$ cat config.mk
export PLATFORM = sky130hd
export DESIGN_NAME = gray_decoder_sync
export DESIGN_NICKNAME = d
export VERILOG_FILES = /design/src/rtl/gray_decoder_sync.sv
export SDC_FILE = /design/constraint.sdc
export NUM_CORES = 1
export LEC_CHECK = 0
export CAP_MARGIN = 15
export CORE_MARGIN = 3
export CORE_UTILIZATION = 30
export CTS_CLUSTER_DIAMETER = 50
export DETAILED_ROUTE_END_ITERATION = 7
export SLEW_MARGIN = 30
export SYNTH_ARGS = -nofsm -noshare
export SYNTH_HDL_FRONTEND = slang
export SYNTH_SLANG_ARGS = --single-unit
$ cat constraint.sdc
create_clock -name clk_pi -period 3.84 [get_ports clk_pi]
set_input_delay 0.384 -clock clk_pi [delete_from_list [all_inputs] [get_ports clk_pi]]
set_output_delay 0.384 -clock clk_pi [all_outputs]
set_load 0.02 [all_outputs]
$ cat src/rtl/gray_decoder_sync.sv
// Debounced, synchronised Gray/binary code converter with a new-value strobe
// and a sticky flag for accepted Gray codes that differ in more than one bit.
module gray_decoder_sync #(
  parameter int WIDTH         = 4,
  parameter int STABLE_CYCLES = 4
) (
  input  logic             clk_pi,
  input  logic             rst_pi,
  input  logic [WIDTH-1:0] codigo_in_pi,
  input  logic             modo_pi,
  input  logic             clr_error_pi,
  output logic [WIDTH-1:0] codigo_out_po,
  output logic             valid_po,
  output logic             error_po
);

  localparam int CW = $clog2(STABLE_CYCLES + 1);
  localparam int PW = $clog2(WIDTH + 1);
  localparam logic [CW-1:0] CNT_ONE  = CW'(1);
  localparam logic [CW-1:0] CNT_MAX  = CW'(STABLE_CYCLES);
  localparam logic [CW-1:0] CNT_LAST = CW'(STABLE_CYCLES - 1);

  logic [WIDTH-1:0] code_meta;
  logic [WIDTH-1:0] sync_code;
  logic             mode_meta;
  logic             sync_mode;
  logic [WIDTH-1:0] cand;
  logic [CW-1:0]    cnt;
  logic [WIDTH-1:0] accepted;
  logic             mode_q;

  logic code_differs;
  logic accept_edge;
  logic new_value;
  logic mode_change;
  logic adjacency_bad;

  function automatic logic [WIDTH-1:0] gray_to_bin(input logic [WIDTH-1:0] g);
    logic [WIDTH-1:0] b;
    b = g;
    for (int i = WIDTH - 2; i >= 0; i--) begin
      b[i] = b[i+1] ^ g[i];
    end
    return b;
  endfunction

  function automatic logic [WIDTH-1:0] bin_to_gray(input logic [WIDTH-1:0] b);
    return b ^ (b >> 1);
  endfunction

  // mode 0 decodes Gray to binary, mode 1 encodes binary to Gray
  function automatic logic [WIDTH-1:0] convert(input logic [WIDTH-1:0] v, input logic mode);
    return mode ? bin_to_gray(v) : gray_to_bin(v);
  endfunction

  function automatic logic [PW-1:0] popcount(input logic [WIDTH-1:0] v);
    logic [PW-1:0] c;
    c = PW'(0);
    for (int i = 0; i < WIDTH; i++) begin
      c = c + PW'(v[i]);
    end
    return c;
  endfunction

  assign code_differs  = (sync_code != cand);
  assign accept_edge   = !code_differs && (cnt == CNT_LAST);
  assign new_value     = accept_edge && (cand != accepted);
  assign mode_change   = (sync_mode != mode_q);
  assign adjacency_bad = (popcount(cand ^ accepted) > PW'(1));

  // Two-flop synchronisers for the asynchronous code and mode inputs
  always_ff @(posedge clk_pi) begin
    if (rst_pi) begin
      code_meta <= '0;
      sync_code <= '0;
      mode_meta <= 1'b0;
      sync_mode <= 1'b0;
    end else begin
      code_meta <= codigo_in_pi;
      sync_code <= code_meta;
      mode_meta <= modo_pi;
      sync_mode <= mode_meta;
    end
  end

  // Debounce, acceptance, conversion and error tracking
  always_ff @(posedge clk_pi) begin
    if (rst_pi) begin
      cand          <= '0;
      cnt           <= '0;
      accepted      <= '0;
      mode_q        <= 1'b0;
      codigo_out_po <= '0;
      valid_po      <= 1'b0;
      error_po      <= 1'b0;
    end else begin
      // A differing sample reloads the candidate and counts as its first sample
      if (code_differs) begin
        cand <= sync_code;
        cnt  <= CNT_ONE;
      end else if (cnt < CNT_MAX) begin
        cnt <= cnt + CNT_ONE;
      end

      mode_q   <= sync_mode;
      valid_po <= new_value || mode_change;

      if (new_value) begin
        accepted      <= cand;
        codigo_out_po <= convert(cand, sync_mode);
      end else if (mode_change) begin
        codigo_out_po <= convert(accepted, sync_mode);
      end

      // Setting has priority over a simultaneous clear
      if (new_value && !sync_mode && adjacency_bad) begin
        error_po <= 1'b1;
      end else if (clr_error_pi) begin
        error_po <= 1'b0;
      end
    end
  end

endmodule

==> results of run 1 <==
-- worst paths after layout --
kind | from | endpoint | slack, ns | depth (start not counted)
hold reg to reg | code_meta[2] | sync_code[2] | 0.45 | 1
setup reg to reg | cand[1] | error_po | 1.84 | 5
hold / removal | code_meta[2] | sync_code[2] | 0.45 | 1
setup / recovery | cand[1] | error_po | 1.84 | 5
-- routing by layer --
metal	wire, um	up-vias	global-route usage (%)	part of all wire (%)
met5	0	-	0	0
met4	34	0	4.555	1.8
met3	60	4	1.884	3.2
met2	873	19	13.45	46
met1	919	357	10.44	49
li1	-	412	-	-
-- placed cells by master (no fill, tap or decap), types with 5 or more instances in the layout --
master	count
sky130_fd_sc_hd__a21oi_1	7
sky130_fd_sc_hd__dfxtp_1	28
sky130_fd_sc_hd__nor2_1	8
sky130_fd_sc_hd__xnor2_1	10
sky130_fd_sc_hd__nand2_1	5
sky130_fd_sc_hd__nand2b_1	5
sky130_fd_sc_hd__nor2b_1	16
sky130_fd_sc_hd__xor2_1	8
sky130_fd_sc_hd__clkdlybuf4s50_1	13
sky130_fd_sc_hd__mux2i_1	5
-- logic make-up after synthesis --
family | count (synthesis) | share of synthesized area (%)
AO/OA/AOI/OAI | 15 | 7.453
multiplexers | 5 | 4.141
flip-flops | 28 | 46.38
buffers and inverters | 8 | 3.416
XOR/XNOR | 18 | 13.04
AND/OR/NAND/NOR | 42 | 20.81
adder cells (fa/ha/maj) | 4 | 4.762
-- synth_stat cells --
| cell type | number | share of area [%] |
|---|---|---|
| sky130_fd_sc_hd__nor4_4 | 1 | 1.8 |
| sky130_fd_sc_hd__buf_2 | 3 | 1.2 |
| sky130_fd_sc_hd__a21oi_1 | 7 | 2.9 |
| sky130_fd_sc_hd__buf_6 | 1 | 0.93 |
| sky130_fd_sc_hd__o32ai_1 | 1 | 0.72 |
| sky130_fd_sc_hd__nand3_1 | 2 | 0.83 |
| sky130_fd_sc_hd__ha_1 | 3 | 3.1 |
| sky130_fd_sc_hd__or3b_1 | 1 | 0.72 |
| sky130_fd_sc_hd__fa_1 | 1 | 1.7 |
| sky130_fd_sc_hd__or2b_1 | 1 | 0.62 |
| sky130_fd_sc_hd__nor3b_1 | 1 | 0.62 |
| sky130_fd_sc_hd__nor2_1 | 8 | 2.5 |
| sky130_fd_sc_hd__nand3_2 | 1 | 0.83 |
| sky130_fd_sc_hd__nor2b_1 | 16 | 8.3 |
| sky130_fd_sc_hd__mux2i_1 | 5 | 4.1 |
| sky130_fd_sc_hd__clkbuf_1 | 2 | 0.62 |
| sky130_fd_sc_hd__xor2_1 | 8 | 5.8 |
| sky130_fd_sc_hd__a311oi_1 | 1 | 0.72 |
| sky130_fd_sc_hd__o21ai_0 | 3 | 1.2 |
| sky130_fd_sc_hd__nand2_1 | 5 | 1.6 |
| sky130_fd_sc_hd__and2_1 | 1 | 0.52 |
| sky130_fd_sc_hd__dfxtp_1 | 28 | 46 |
| sky130_fd_sc_hd__xnor2_1 | 10 | 7.2 |
| sky130_fd_sc_hd__inv_1 | 2 | 0.62 |
| sky130_fd_sc_hd__nand2b_1 | 5 | 2.6 |
| sky130_fd_sc_hd__a211oi_1 | 3 | 1.9 |
-- flip-flops by register name (all words and copies together), names as in the netlist --
signal	count
sync_code	4
valid_po	1
sync_mode	1
accepted	4
codigo_out_po	4
cand	4
mode_meta	1
error_po	1
cnt	3
mode_q	1
code_meta	4
-- cell type report --
type | instances | area [sq um]
clock inverters | 1 | 30.03
inverters | 2 | 7.507
fillers | 378 | 2335
repair buffers | 13 | 130.1
multi-input cells | 84 | 606.8
well taps | 48 | 60.06
clock buffers | 3 | 41.29
flip-flops and latches | 28 | 560.5
-- where the power goes --
part	switching (mW)	leakage, nW	internal [mW]
registers	0.00714	0.229	0.301
clock network	0.0895	0.0357	0.140
logic	0.0249	0.291	0.0280
total	0.122	0.556	0.469
-- through the flow --
| step | cells | area (sq um) | hold slack, ns |
|---|---|---|---|
| after floorplan | 120 | 1209 | 0.4138 |
| after global placement | 175 | 1365 | 0.4177 |
| after detailed placement | 175 | 1365 | 0.4277 |
| after CTS | 179 | 1436 | 0.4511 |
| after global routing | 179 | 1436 | 0.4607 |
| final | 179 | 1436 | 0.4455 |
==> qor.txt, run 1 <==
POWER AND IR DROP
----------------------------------------------------------------------------------------------------
Total power of the final layout .......................................................    0.5903 mW
Max rail drop VDD .....................................................................     185.2 uV
P per Cell Area ....................................................................... 411.0 nW/um^2
Leakage dissipation ...................................................................    0.5558 nW

CELLS AND AREA
----------------------------------------------------------------------------------------------------
Utilization after layout ..............................................................       38.09%
Share of post-route cells with drive strength above 1 .................................       4.580%
Nets@finish ...........................................................................          144
Area overhead of the layout relative to synthesis .....................................       18.84%
Antenna Cells .........................................................................            0

SYNTHESIS
----------------------------------------------------------------------------------------------------
Post-synth design cell area ...........................................................   1209 sq um
Syn_nets ..............................................................................          132
Count of mapped cells out of synthesis ................................................          120
Flip-flop and latch count after synthesis .............................................           28
Sequential fraction of the synthesis area .............................................       46.38%
Post-synthesis cell type count ........................................................           26
Mean Syn Cell Area ....................................................................  10.07 sq um
Yosys warning count ...................................................................            0

GLOBAL ROUTE
----------------------------------------------------------------------------------------------------
Largest net degree at the start of global routing .....................................           28
Initial antenna violation count .......................................................            0
Global-route wire length before repair ................................................      3346 um
Number of global-route vias before repair .............................................          800
Total global-route track usage ........................................................       8.416%
Gr ovfl total .........................................................................            0

STA
----------------------------------------------------------------------------------------------------
Setup repair after global routing missed its margin ...................................           no
Number of failing setup endpoints in the final timing report ..........................            0
Maximum achievable frequency ..........................................................   0.4994 GHz
Remaining max-slew budget at the tightest pin .........................................       40.33%
Minimum clock period ..................................................................     2.003 ns
Final setup slack of the worst path ...................................................     1.837 ns
Crit share post-route .................................................................       52.15%
Final Max Tran Viols ..................................................................            0
Final setup TNS .......................................................................         0 ns
Maximum clock skew at final layout ....................................................  0.005916 ns
Actual slew at the worst max-slew pin .................................................    0.8923 ns
Number of hold violations in the final report .........................................            0

PLACED DESIGN
----------------------------------------------------------------------------------------------------
Global placement routability congestion ...............................................       0.8236
Port buffer count .....................................................................           13
Worst slack at placement ..............................................................     1.862 ns
Estimated wirelength of the detail-placed design ......................................      1403 um

CLOCKING
----------------------------------------------------------------------------------------------------
Resized Gates After CTS ...............................................................            0
Number of buffers inserted to repair setup after CTS ..................................            0
Total of hold buffers inserted after clock tree synthesis .............................            0
H-tree depth ..........................................................................            1
Clock buffer count from CTS ...........................................................            3
Clock-pin slew reported for the worst setup and hold paths after clock tree synthesis .      0.09 ns
Buffer levels on the longest clock path ...............................................            2
Cell at the root of the clock tree .................................................... sky130_fd_sc_hd__clkbuf_8
Clock Latency Late Sink ...............................................................      0.28 ns
CTS tree ..............................................................................          yes
Clock sink count ......................................................................           28

CRITICAL PATH
----------------------------------------------------------------------------------------------------
Nature of the critical path endpoint ..................................................         flop
Buf/Inv on CP .........................................................................            0
Critical Path Source Type .............................................................         flop
CP peak stage delay ...................................................................      0.47 ns
Worst Path Arrival ....................................................................      2.19 ns
Cell-by-cell listing of the critical path ............................................. xor2_1, nor4_4, nand3_2, or3b_1, a21oi_1
Kind of cell with the highest combined delay on the critical path ..................... simple AND/OR/NAND/NOR gates
Cell with the biggest individual delay on the critical path ........................... sky130_fd_sc_hd__dfxtp_1
Kind of critical path ................................................................. flop to flop
Max Fanout on Critical Path ...........................................................           12
Worst Path Required ...................................................................      4.03 ns

HOLD PATH
----------------------------------------------------------------------------------------------------
Worst Hold Class ...................................................................... flop to flop

FLOORPLANNING
----------------------------------------------------------------------------------------------------
I/O pin total .........................................................................           14
Core footprint ........................................................................   3771 sq um
Die height ............................................................................     69.48 um
Width of the chip .....................................................................     69.48 um
Overall die area ......................................................................   4827 sq um
# rows ................................................................................           22
Initial Utilization ...................................................................       32.05%

STATUS
----------------------------------------------------------------------------------------------------
Run status ............................................................................ complete, no violations

ROUTE
----------------------------------------------------------------------------------------------------
Average routed wire per standard cell .................................................     10.55 um
Total number of vias ..................................................................          792
First DRT Iteration DRCs ..............................................................           14
DRC Markers ...........................................................................            0
Post-route antenna net violation count ................................................            0
Via-per-instance ratio ................................................................        4.425
Final routed wirelength across all metal layers .......................................      1888 um
Number of iterations in the first detailed-routing pass ...............................            4

RUN
----------------------------------------------------------------------------------------------------
Max capacitance violation total .......................................................            0

Power figures use the tool's default switching activity.
==> run 2: changes to the inputs <==
==> constraint.sdc (replaced) <==
create_clock -name clk_pi -period 1.9 [get_ports clk_pi]
set_input_delay 0.19 -clock clk_pi [delete_from_list [all_inputs] [get_ports clk_pi]]
set_output_delay 0.19 -clock clk_pi [all_outputs]
set_load 0.02 [all_outputs]
==> qor.txt, run 2 (synthesis gave the netlist of run 1 again) <==
CRITICAL PATH
----------------------------------------------------------------------------------------------------
Worst Path Arrival ....................................................................      1.95 ns
Nature of the critical path endpoint ..................................................         flop
Critical R2R Capture ..................................................................     error_po
Worst Path Required ...................................................................      2.11 ns
Cell-by-cell listing of the critical path ............................................. xnor2_2, fa_1, o21ai_0, or3b_1, a21oi_1
Max Fanout on Critical Path ...........................................................            4
Cell with the biggest individual delay on the critical path ........................... sky130_fd_sc_hd__fa_1
CP peak stage delay ...................................................................      0.47 ns
Worst reg2reg path startpoint .........................................................      cand[0]
R2R Setup Slk .........................................................................      0.16 ns
Worst reg2reg path depth ..............................................................            5
Kind of critical path ................................................................. flop to flop
Critical Path Source Type .............................................................         flop

STA
----------------------------------------------------------------------------------------------------
Remaining max-slew budget at the tightest pin .........................................       76.14%
Final setup TNS .......................................................................         0 ns
Maximum clock skew at final layout ....................................................  0.001775 ns
Final setup slack of the worst path ...................................................    0.1649 ns
Maximum achievable frequency ..........................................................   0.5763 GHz
Actual slew at the worst max-slew pin .................................................    0.3552 ns
Minimum clock period ..................................................................     1.735 ns
Number of hold violations in the final report .........................................            0
Setup repair after global routing missed its margin ...................................           no
Final Max Tran Viols ..................................................................            0
Crit share post-route .................................................................       91.32%
Number of failing setup endpoints in the final timing report ..........................            0

CELLS AND AREA
----------------------------------------------------------------------------------------------------
Final design area excluding fillers ...................................................   1484 sq um
Nets@finish ...........................................................................          148
Number of fillers in the final layout .................................................          383
Share of post-route cells with drive strength above 1 .................................       10.37%
Antenna Cells .........................................................................            0
Most common library cell in the layout ignoring fill and taps ......................... sky130_fd_sc_hd__dfxtp_1
Area overhead of the layout relative to synthesis .....................................       22.77%
Commonest cells after routing, fill and taps aside .................................... sky130_fd_sc_hd__dfxtp_1, sky130_fd_sc_hd__nor2b_1, sky130_fd_sc_hd__clkdlybuf4s50_1

ROUTE
----------------------------------------------------------------------------------------------------
Final routed wirelength across all metal layers .......................................      2070 um
Via-per-instance ratio ................................................................        4.503
Highest metal layer used by the detailed router .......................................         met4
Routed met1 length ....................................................................       963 um
First DRT Iteration DRCs ..............................................................            8
Number of iterations in the first detailed-routing pass ...............................            2
Total number of vias ..................................................................          824
Average routed wire per standard cell .................................................     11.31 um
Wire length on met3 ...................................................................        67 um
Post-route antenna net violation count ................................................            0
Detailed-routed wire length on met2 ...................................................      1005 um
DRC Markers ...........................................................................            0

CLOCKING
----------------------------------------------------------------------------------------------------
Clock buffer count from CTS ...........................................................            3
Cell at the root of the clock tree .................................................... sky130_fd_sc_hd__clkbuf_8
Clock-pin slew reported for the worst setup and hold paths after clock tree synthesis .      0.10 ns
H-tree depth ..........................................................................            1
Clock Latency Late Sink ...............................................................      0.28 ns
Number of buffers inserted to repair setup after CTS ..................................            0
Clock sink count ......................................................................           28
CTS tree ..............................................................................          yes
Buffer levels on the longest clock path ...............................................            2

FLOORPLANNING
----------------------------------------------------------------------------------------------------
# rows ................................................................................           22
Core footprint ........................................................................   3771 sq um
Width of the chip .....................................................................     69.48 um
Overall die area ......................................................................   4827 sq um
Die height ............................................................................     69.48 um
Initial Utilization ...................................................................       32.05%
I/O pin total .........................................................................           14

GLOBAL ROUTE
----------------------------------------------------------------------------------------------------
Total global-route track usage ........................................................       8.938%
Largest net degree at the start of global routing .....................................           22
Global-route wire length before repair ................................................      3608 um
Gr ovfl total .........................................................................            0
Initial antenna violation count .......................................................            0
Number of global-route vias before repair .............................................          839

POWER AND IR DROP
----------------------------------------------------------------------------------------------------
Max rail drop VDD .....................................................................     344.7 uV
Total power of the final layout .......................................................     1.209 mW
Leakage dissipation ...................................................................    0.5790 nW
P per Cell Area ....................................................................... 814.6 nW/um^2

HOLD PATH
----------------------------------------------------------------------------------------------------
Cells on Worst Hold Path ..............................................................            1
Min-Delay Endpoint .................................................................... sync_code[1]
Worst Hold Class ...................................................................... flop to flop
Worst Min Path Start .................................................................. code_meta[1]

PLACED DESIGN
----------------------------------------------------------------------------------------------------
Port buffer count .....................................................................           13
Worst slack at placement ..............................................................   0.08705 ns
Global placement routability congestion ...............................................       0.7532
Estimated wirelength of the detail-placed design ......................................      1477 um
Placed cell area ......................................................................   1395 sq um

RUN
----------------------------------------------------------------------------------------------------
Max capacitance violation total .......................................................            0

STATUS
----------------------------------------------------------------------------------------------------
Run status ............................................................................ complete, no violations

==> run 2: report_power, final <==
group / total [mW] / switching, mW / internal [mW]
Sequential: 0.623 / 0.0140 / 0.609
Clock: 0.472 / 0.190 / 0.282
Combinational: 0.114 / 0.0535 / 0.0603
==> run 2: per-layer routing <==
| metal | vias up | GRT usage, % |
|---|---|---|
| met2 | 13 | 14.83 |
| met1 | 386 | 11.42 |
| met5 | - | 0 |
| li1 | 422 | - |
| met4 | 0 | 3.905 |
| met3 | 3 | 1.304 |
==> run 2: final cells by class <==
type	count	area, sq um	share of cell area [%]
clock inverter	1	30.03	2.024
clock buffer	3	41.29	2.782
timing repair buffer	17	160.2	10.79
inverter	2	7.507	0.5059
tap	48	60.06	4.047
sequential	28	563.0	37.94
multi-input combinational	84	621.8	41.91
==> run 2: timing repair <==
item | CTS | global route
hold buffers | 0 | 0
gates resized for setup | 0 | 4
setup endpoints to repair | 0 | 1
hold endpoints to repair | 0 | 0
==> run 2: critical path: cells and delay by family (launching register included) <==
kind                       cells  cell delay, ns
AOI/OAI and AO/OA              2            0.26
xor gates and xnor gates       1            0.13
adders and majority gates      1            0.47
DFF                            1            0.46
and+or+nand+nor                1            0.35
==> run 2: stage by stage <==
step	util (%)	hold WS, ns	std cells
after floorplan	-	0.2616	120
after global placement	36.99	0.4171	179
after detailed placement	36.99	0.4245	179
after CTS	38.89	0.4412	183
after global routing	39.35	0.4493	183
final	39.35	0.4462	183
==> run 2: worst max path at each step <==
| stage | slack (ns) | from | to |
|---|---|---|---|
| after floorplan | 0.17 | cand[1] | error_po |
| after global placement | 0.16 | cand[1] | error_po |
| after detailed placement | 0.09 | cand[1] | error_po |
| after CTS | 0.08 | cand[1] | error_po |
| after global routing | 0.02 | cand[0] | error_po |
| final | 0.16 | cand[0] | error_po |
==> run 3: changes to the inputs <==
--- a/config.mk
+++ b/config.mk
@@ -10,6 +10,7 @@
 export CORE_UTILIZATION = 30
 export CTS_CLUSTER_DIAMETER = 50
 export DETAILED_ROUTE_END_ITERATION = 7
+export RECOVER_POWER = 50
 export SLEW_MARGIN = 30
 export SYNTH_ARGS = -nofsm -noshare
 export SYNTH_HDL_FRONTEND = slang
==> qor.txt, run 3 (synthesis gave the netlist of run 1 again) <==
ROUTE
----------------------------------------------------------------------------------------------------
Average routed wire per standard cell .................................................     11.30 um
Via-per-instance ratio ................................................................        4.503
First DRT Iteration DRCs ..............................................................            7
Number of iterations in the first detailed-routing pass ...............................            2
Final routed wirelength across all metal layers .......................................      2067 um
Post-route antenna net violation count ................................................            0
DRC Markers ...........................................................................            0
Total number of vias ..................................................................          824

GLOBAL ROUTE
----------------------------------------------------------------------------------------------------
Number of global-route vias before repair .............................................          839
Gr ovfl total .........................................................................            0
Total global-route track usage ........................................................       8.938%
Largest net degree at the start of global routing .....................................           22
Initial antenna violation count .......................................................            0
Global-route wire length before repair ................................................      3608 um

FLOORPLANNING
----------------------------------------------------------------------------------------------------
Overall die area ......................................................................   4827 sq um
Die height ............................................................................     69.48 um
Width of the chip .....................................................................     69.48 um
Initial Utilization ...................................................................       32.05%
I/O pin total .........................................................................           14
Core footprint ........................................................................   3771 sq um
# rows ................................................................................           22

CRITICAL PATH
----------------------------------------------------------------------------------------------------
Nature of the critical path endpoint ..................................................         flop
Buf/Inv on CP .........................................................................            0
Cell-by-cell listing of the critical path ............................................. xnor2_2, fa_1, o21ai_0, or3b_1, a21oi_1
Max Fanout on Critical Path ...........................................................            4
Critical R2R Capture ..................................................................     error_po
Worst Path Required ...................................................................      2.12 ns
Start point of the critical path ......................................................      cand[0]
Termination of the worst setup path ...................................................     error_po
Cell with the biggest individual delay on the critical path ........................... sky130_fd_sc_hd__fa_1
Worst Path Arrival ....................................................................      1.95 ns
R2R Setup Slk .........................................................................      0.17 ns
Kind of critical path ................................................................. flop to flop
Kind of cell with the highest combined delay on the critical path .....................  adder cells
CP peak stage delay ...................................................................      0.47 ns
Worst reg2reg path depth ..............................................................            5
Worst reg2reg path startpoint .........................................................      cand[0]
Total stage count of the critical path ................................................            5
Critical Path Source Type .............................................................         flop

PLACED DESIGN
----------------------------------------------------------------------------------------------------
Port buffer count .....................................................................           13
Estimated wirelength of the detail-placed design ......................................      1477 um
Global placement routability congestion ...............................................       0.7532

STA
----------------------------------------------------------------------------------------------------
Remaining max-slew budget at the tightest pin .........................................       41.77%
Number of failing setup endpoints in the final timing report ..........................            0
Minimum clock period ..................................................................     1.733 ns
Final Max Tran Viols ..................................................................            0
Crit share post-route .................................................................       91.22%
Maximum clock skew at final layout ....................................................  0.001774 ns
Final setup TNS .......................................................................         0 ns
Setup repair after global routing missed its margin ...................................           no
Number of hold violations in the final report .........................................            0
Maximum achievable frequency ..........................................................   0.5770 GHz
Actual slew at the worst max-slew pin .................................................    0.8734 ns

CELLS AND AREA
----------------------------------------------------------------------------------------------------
Area overhead of the layout relative to synthesis .....................................       22.46%
FF+latch area .........................................................................  563.0 sq um
Commonest cells after routing, fill and taps aside .................................... sky130_fd_sc_hd__dfxtp_1, sky130_fd_sc_hd__nor2b_1, sky130_fd_sc_hd__clkdlybuf4s50_1
Nets@finish ...........................................................................          148
Share of post-route cells with drive strength above 1 .................................       9.630%
Antenna Cells .........................................................................            0
Most common library cell in the layout ignoring fill and taps ......................... sky130_fd_sc_hd__dfxtp_1
Area of the multi-input gates .........................................................  621.8 sq um
Number of fillers in the final layout .................................................          382

POWER AND IR DROP
----------------------------------------------------------------------------------------------------
Leakage dissipation ...................................................................    0.5786 nW
Max rail drop VDD .....................................................................     344.7 uV
Total power of the final layout .......................................................     1.207 mW
P per Cell Area ....................................................................... 815.5 nW/um^2

CLOCKING
----------------------------------------------------------------------------------------------------
Clock Latency Late Sink ...............................................................      0.28 ns
Number of buffers inserted to repair setup after CTS ..................................            0
Clock buffer count from CTS ...........................................................            3
Buffer levels on the longest clock path ...............................................            2
H-tree depth ..........................................................................            1
Clock-pin slew reported for the worst setup and hold paths after clock tree synthesis .      0.10 ns
Total of hold buffers inserted after clock tree synthesis .............................            0
CTS tree ..............................................................................          yes
Clock sink count ......................................................................           28
Cell at the root of the clock tree .................................................... sky130_fd_sc_hd__clkbuf_8

RUN
----------------------------------------------------------------------------------------------------
Max capacitance violation total .......................................................            0

STATUS
----------------------------------------------------------------------------------------------------
Run status ............................................................................ complete, no violations

HOLD PATH
----------------------------------------------------------------------------------------------------
Worst Hold Class ...................................................................... flop to flop

[run 3: cell types whose count changed in the layout (fill, tap and decap cells not counted), sizes merged]
cell | previous run | this run
buf | 4 | 3
clkbuf | 3 | 4
clkdlybuf4s50 | 13 | 11
dlygate4sd3 | 0 | 2
[run 3: repair_timing]
item | in CTS | in global routing
setup endpoints to repair | 0 | 1
gates resized for setup | 0 | 4
endpoints found under the hold margin | 0 | 0
[run 3: per-stage QoR]
step	utilization, %	worst slack (ns)	area [sq um]	hold slack (ns)	cells
after global routing	39.25	0.02614	1480	0.4493	183
after CTS	38.89	0.07871	1466	0.4412	183
after floorplan	-	0.1700	1209	0.2616	120
after global placement	36.99	0.1570	1395	0.4171	179
final	39.25	0.1668	1480	0.4461	183
after detailed placement	36.99	0.08705	1395	0.4245	179
[run 3: power by group]
part           switching, mW  internal [mW]
Sequential            0.0140          0.609
Combinational         0.0534         0.0587
Clock                  0.190          0.282
[run 3: area by class of cell]
cell class | count | share of cell area, %
Timing Repair Buffer | 17 | 10.57
Multi-Input combinational cell | 84 | 42.01
Sequential cell | 28 | 38.04
Clock buffer | 3 | 2.790
Inverter | 2 | 0.5072
Clock inverter | 1 | 2.029
Tap cell | 48 | 4.057
[run 3: worst min path at each step]
| stage | start | endpoint | cells after the start |
|---|---|---|---|
| CTS | codigo_in_pi[0] | code_meta[0] | 2 |
| floorplan | rst_pi | cand[0] | 1 |
| global route | codigo_in_pi[0] | code_meta[0] | 2 |
| detailed placement | code_meta[1] | sync_code[1] | 1 |
| global placement | mode_meta | sync_mode | 1 |
| finish | code_meta[1] | sync_code[1] | 1 |
[run 3: layer usage]
metal / vias to the layer above / GRT usage, % / part of all wire, %
met3: 3 / 1.304 / 3.2
li1: 422 / - / -
met1: 386 / 11.42 / 47
met4: 0 / 3.905 / 1.6
met2: 13 / 14.83 / 49
met5: - / 0 / 0
